===== src/rtl/fwd_hazard_ctrl.sv =====
// Forwarding-select and load-use hazard control for the RV32I 5-stage pipeline.
// Results that have reached WB come through register-file write-through, so only EX and MEM entries are kept.
module fwd_hazard_ctrl #(
  parameter int REG_AW = 5,
  parameter int CNT_W  = 32
) (
  input  logic              clk,
  input  logic              rst_n,
  input  logic              pipe_hold,
  input  logic              flush,
  input  logic              id_valid,
  input  logic [REG_AW-1:0] id_rs1,
  input  logic [REG_AW-1:0] id_rs2,
  input  logic              id_use_rs1,
  input  logic              id_use_rs2,
  input  logic [REG_AW-1:0] id_rd,
  input  logic              id_reg_write,
  input  logic              id_mem_read,
  output logic [1:0]        fwd_a_sel,
  output logic [1:0]        fwd_b_sel,
  output logic              stall,
  output logic [CNT_W-1:0]  stall_count
);

  localparam logic [1:0] SEL_RF  = 2'b00;
  localparam logic [1:0] SEL_MEM = 2'b01;
  localparam logic [1:0] SEL_EX  = 2'b10;
  localparam logic [CNT_W-1:0] CNT_ONE = {{(CNT_W-1){1'b0}}, 1'b1};

  // EX-stage entry (p0) and MEM-stage entry (p1)
  logic              vld_p0;
  logic [REG_AW-1:0] rd_p0;
  logic              we_p0;
  logic              ld_p0;
  logic              vld_p1;
  logic [REG_AW-1:0] rd_p1;
  logic              we_p1;

  logic       ex_prod;
  logic       mem_prod;
  logic       load_use;
  logic       bubble;
  logic [1:0] sel_a_nxt;
  logic [1:0] sel_b_nxt;

  function automatic logic [1:0] fwd_sel(input logic use_rs, input logic ex_hit,
                                         input logic mem_hit);
    if (!use_rs)      return SEL_RF;
    else if (ex_hit)  return SEL_EX;
    else if (mem_hit) return SEL_MEM;
    else              return SEL_RF;
  endfunction

  function automatic logic [CNT_W-1:0] sat_inc(input logic [CNT_W-1:0] c);
    return (&c) ? c : c + CNT_ONE;
  endfunction

  assign ex_prod  = vld_p0 & we_p0 & (rd_p0 != '0);
  assign mem_prod = vld_p1 & we_p1 & (rd_p1 != '0);

  // A load in EX is never a forwarding source; it forces the load-use stall instead.
  assign sel_a_nxt = fwd_sel(id_use_rs1,
                             ex_prod & ~ld_p0 & (rd_p0 == id_rs1),
                             mem_prod & (rd_p1 == id_rs1));
  assign sel_b_nxt = fwd_sel(id_use_rs2,
                             ex_prod & ~ld_p0 & (rd_p0 == id_rs2),
                             mem_prod & (rd_p1 == id_rs2));

  assign load_use = id_valid & ex_prod & ld_p0 &
                    ((id_use_rs1 & (rd_p0 == id_rs1)) | (id_use_rs2 & (rd_p0 == id_rs2)));
  assign stall    = load_use & ~flush & ~pipe_hold;
  assign bubble   = flush | stall | ~id_valid;

  // ID -> EX -> MEM control and registered selects
  always_ff @(posedge clk or negedge rst_n) begin
    if (!rst_n) begin
      vld_p0      <= 1'b0;
      vld_p1      <= 1'b0;
      fwd_a_sel   <= SEL_RF;
      fwd_b_sel   <= SEL_RF;
      stall_count <= '0;
    end else if (!pipe_hold) begin
      vld_p1    <= vld_p0;
      vld_p0    <= ~bubble;
      fwd_a_sel <= bubble ? SEL_RF : sel_a_nxt;
      fwd_b_sel <= bubble ? SEL_RF : sel_b_nxt;
      if (stall) stall_count <= sat_inc(stall_count);
    end
  end

  // Entry payload is qualified by vld_pN, so it carries no reset
  always_ff @(posedge clk) begin
    if (!pipe_hold) begin
      rd_p1 <= rd_p0;
      we_p1 <= we_p0;
      rd_p0 <= id_rd;
      we_p0 <= id_reg_write;
      ld_p0 <= id_mem_read;
    end
  end

endmodule


===== config.mk =====
export PLATFORM = sky130hd
export DESIGN_NAME = fwd_hazard_ctrl
export DESIGN_NICKNAME = d
export VERILOG_FILES = /design/src/rtl/fwd_hazard_ctrl.sv
export SDC_FILE = /design/constraint.sdc
export NUM_CORES = 1
export LEC_CHECK = 0
export BUFFER_PORTS_ARGS = -buffer_cell sky130_fd_sc_hd__buf_2
export CAP_MARGIN = 20
export CORE_MARGIN = 3
export CORE_UTILIZATION = 35
export DETAILED_ROUTE_END_ITERATION = 8
export HOLD_SLACK_MARGIN = 0.12
export REMOVE_ABC_BUFFERS = 1
export SLEW_MARGIN = 20
export SYNTH_ARGS = -nofsm -noshare
export SYNTH_HDL_FRONTEND = slang
export SYNTH_SLANG_ARGS = --single-unit

===== constraint.sdc =====
create_clock -name clk -period 4.4 [get_ports clk]
set_clock_uncertainty 0.05 [all_clocks]
set_input_delay 0.88 -clock clk [delete_from_list [all_inputs] [get_ports clk]]
set_output_delay 0.88 -clock clk [all_outputs]
set_load 0.005 [all_outputs]

==> results.sh <==
export IMPL_result_of_the_run="completed"
export IMPL_worst_hold_path_type="reg -> reg"
export IMPL_synth_avg_cell_area_um2=11.8
export IMPL_worst_ir_drop_vdd_mv=0.118
export IMPL_clock_fmax_ghz=0.309
export IMPL_syn_inst=207
export IMPL_layout_area_overhead_vs_synth_pct=19.8
export IMPL_detailed_place_area_um2=2830
export IMPL_cts_tree="built"
export IMPL_share_of_the_clock_period_used_by_the_worst_path_pct=73.4
export IMPL_slew_viol_final=0
export IMPL_hold_violations=0
export IMPL_drt_antenna_net_count=0
export IMPL_route_detailed_drc=0
export IMPL_fin_cells=365
export IMPL_top_level_i_o_count=61
export IMPL_chip_height_um=89.5
export IMPL_diodes=0
export IMPL_worstSetupPathType="in -> out"
export IMPL_design_core_area_um2=6570
export IMPL_clockBufferDepth=2
export IMPL_h_tree_depth=2
export IMPL_cts_clk_slew_worst_paths_ns=0.09
export IMPL_total_leakage_power_nw=1.40
export IMPL_synth_warning_count=0
export IMPL_fillers=640
export IMPL_clk_latency_ns=0.31
export IMPL_portBuffers=60
export IMPL_hpwl_after_detailed_placement_mm=3.82
export IMPL_post_cts_resized=0
export IMPL_drt_total_wl_mm=5.01
export IMPL_most_frequent_standard_cell_in_the_layout_excluding_fill_and_tap_cells="buf_2"
export IMPL_viasPerCell=4.84
export IMPL_period_needed_ns=3.23
export IMPL_synth_top_flop_cell="dfrtp_1"
export IMPL_timing_slew_headroom_pct=44.7
export IMPL_core_rowCount=29
export IMPL_detailedPlace_worstSlack_ns=1.02
export IMPL_crit_path_start_kind="input pin"
export IMPL_post_synthesis_sequential_element_count=51
export IMPL_post_cts_repair_setup_buffers=0
export IMPL_clock_sinks=51
export IMPL_gp_congestion=0.880
export IMPL_cts_buffers_inserted=5
export IMPL_dieWidth_um=89.5
export IMPL_setup_viol_count_final=0
export IMPL_rsz_0062_raised_after_global_routing="no"
export IMPL_post_cts_hold_fix_bufs=0
export IMPL_final_layout_size_suffix_gt1_share_pct=27.2
export IMPL_grt_antenna_before_repair=0
export IMPL_worstPathRequired_ns=3.47
export IMPL_grt_total_usage_pct=13.9
export IMPL_most_frequent_cells_in_the_layout="60 x buf_2, 38 x dfrtp_1, 26 x xnor2_1"
export IMPL_cp_end_kind="output port"
export IMPL_die_area_um2=8020
export IMPL_grt_overflow_total=0
export IMPL_timing_critical_path_fanout_max=9
export IMPL_asyncSetResetFlopFracSynth_pct=74.5
export IMPL_synth_edf_count=13
export IMPL_initial_core_utilization_pct=37.2
export IMPL_detailroute_via_count=1765
export IMPL_max_cap_violations=0
export IMPL_first_global_vias=1802
export IMPL_seq_area_frac_synth_pct=54.9
export IMPL_synth_lib_cells_used_distinct=37
export IMPL_nNetsFinal=296
export IMPL_placed_cells=357
export IMPL_drt_initial_drc_count=72
export IMPL_post_synth_instance_area_um2=2440
export IMPL_cts_root_buf="clkbuf_8"
export IMPL_final_area_um2=2930
export IMPL_hold_slack_ns=0.411
export IMPL_wl_per_cell_um=13.7
export IMPL_worstPathArrival_ns=2.30
export IMPL_final_setup_worst_slack_ns=1.17
export IMPL_worst_pin_slew_ns=0.830
export IMPL_grt_max_degree=39
export IMPL_first_pass_iters=4
export IMPL_global_route_wire_length_before_repair_mm=8.60
export IMPL_setup_tns_final_ns=0
export IMPL_power_density_nw_per_um2=287
flip-flops by register name (all words and copies together) (netlist names):
signal / count
we_p0: 1
ld_p0: 1
vld_p0: 1
we_p1: 1
fwd_b_sel: 2
vld_p1: 1
stall_count: 32
fwd_a_sel: 2
rd_p1: 5
rd_p0: 5
stage by stage:
stage               total power [W]  utilization, %
floorplan                  0.000543               -
global placement           0.000573            43.1
detailed placement         0.000573            43.1
CTS                        0.000853            44.6
global route               0.000888            44.6
finish                     0.000841            44.6
kinds of logic (layout without fill, tap and decap cells):
| family | after synthesis | count (layout) | synth area share (%) |
|---|---|---|---|
| and+or+nand+nor | 88 | 88 | 21.3 |
| xor gates and xnor gates | 51 | 51 | 18.3 |
| DFF | 51 | 51 | 54.9 |
| AOI/OAI and AO/OA | 8 | 8 | 2.46 |
| buffers and inverters | 6 | 71 | 1.59 |
| muxes | 2 | 2 | 0.922 |
| adders and majority gates | 1 | 1 | 0.512 |
per-layer routing:
| layer | track usage (%) | vias to the layer above | part of all wire [%] |
|---|---|---|---|
| met5 | 0 | - | 0 |
| met4 | 4.47 | 0 | 1.6 |
| met3 | 4.42 | 7 | 6.7 |
| met2 | 20.4 | 45 | 44 |
| met1 | 19.6 | 848 | 48 |
| li1 | - | 865 | - |
worst max-delay path: stages:
cell	delay [ns]
buf_2	0.11
xor2_1	0.13
nor4_1	0.49
a2bb2oi_1	0.32
nor2_1	0.22
buf_2	0.15
worst paths after layout:
path | startpoint | to | slack [ns] | cells after the start
max | id_rs1[2] | stall | 1.17 | 6
min | we_p0$_DFFE_PN_ | we_p1$_DFFE_PN_ | 0.41 | 0
max reg2reg | rd_p0[2]$_DFFE_PN_ | stall_count[31]$_DFFE_PN0P_ | 1.55 | 6
min reg2reg | we_p0$_DFFE_PN_ | we_p1$_DFFE_PN_ | 0.41 | 0
max in group asynchronous | rst_n | vld_p1$_DFFE_PN0N_ | 3.15 | 1
min in group asynchronous | rst_n | stall_count[23]$_DFFE_PN0P_ | 0.61 | 1
final cells by class:
type	count	area, um^2	share of cell area, %
Sequential cell	51	1340	45.8
Multi-Input combinational cell	150	1060	36.3
Clock inverter	1	8.76	0.299
Clock buffer	7	86.3	2.95
Tap cell	93	116	3.98
Inverter	3	11.3	0.385
Timing Repair Buffer	60	300	10.3
Yosys cell counts, types with 2 or more instances:
master,n,area [um^2]
nand4b_1,2,17.5
edfxtp_1,13,390
and4_1,3,26.3
nor2_1,8,30.0
mux2_2,2,22.5
buf_6,2,22.5
dfrtp_1,38,951
a22o_1,2,17.5
inv_1,3,11.3
nand2_1,20,75.1
or4_1,3,22.5
and3_1,5,31.3
and2_1,3,18.8
nor4_1,7,43.8
nand3_1,10,50.1
or3_1,2,12.5
xnor2_1,26,228
nor3_1,8,40.0
nand4_1,8,50.1
xor2_1,25,219
power by group:
group | switching (W) | internal (W)
logic | 0.0000284 | 0.0000242
registers | 0.0000107 | 0.000498
clock network | 0.000151 | 0.000129
No activity file was read; power rests on OpenSTA's default activity.
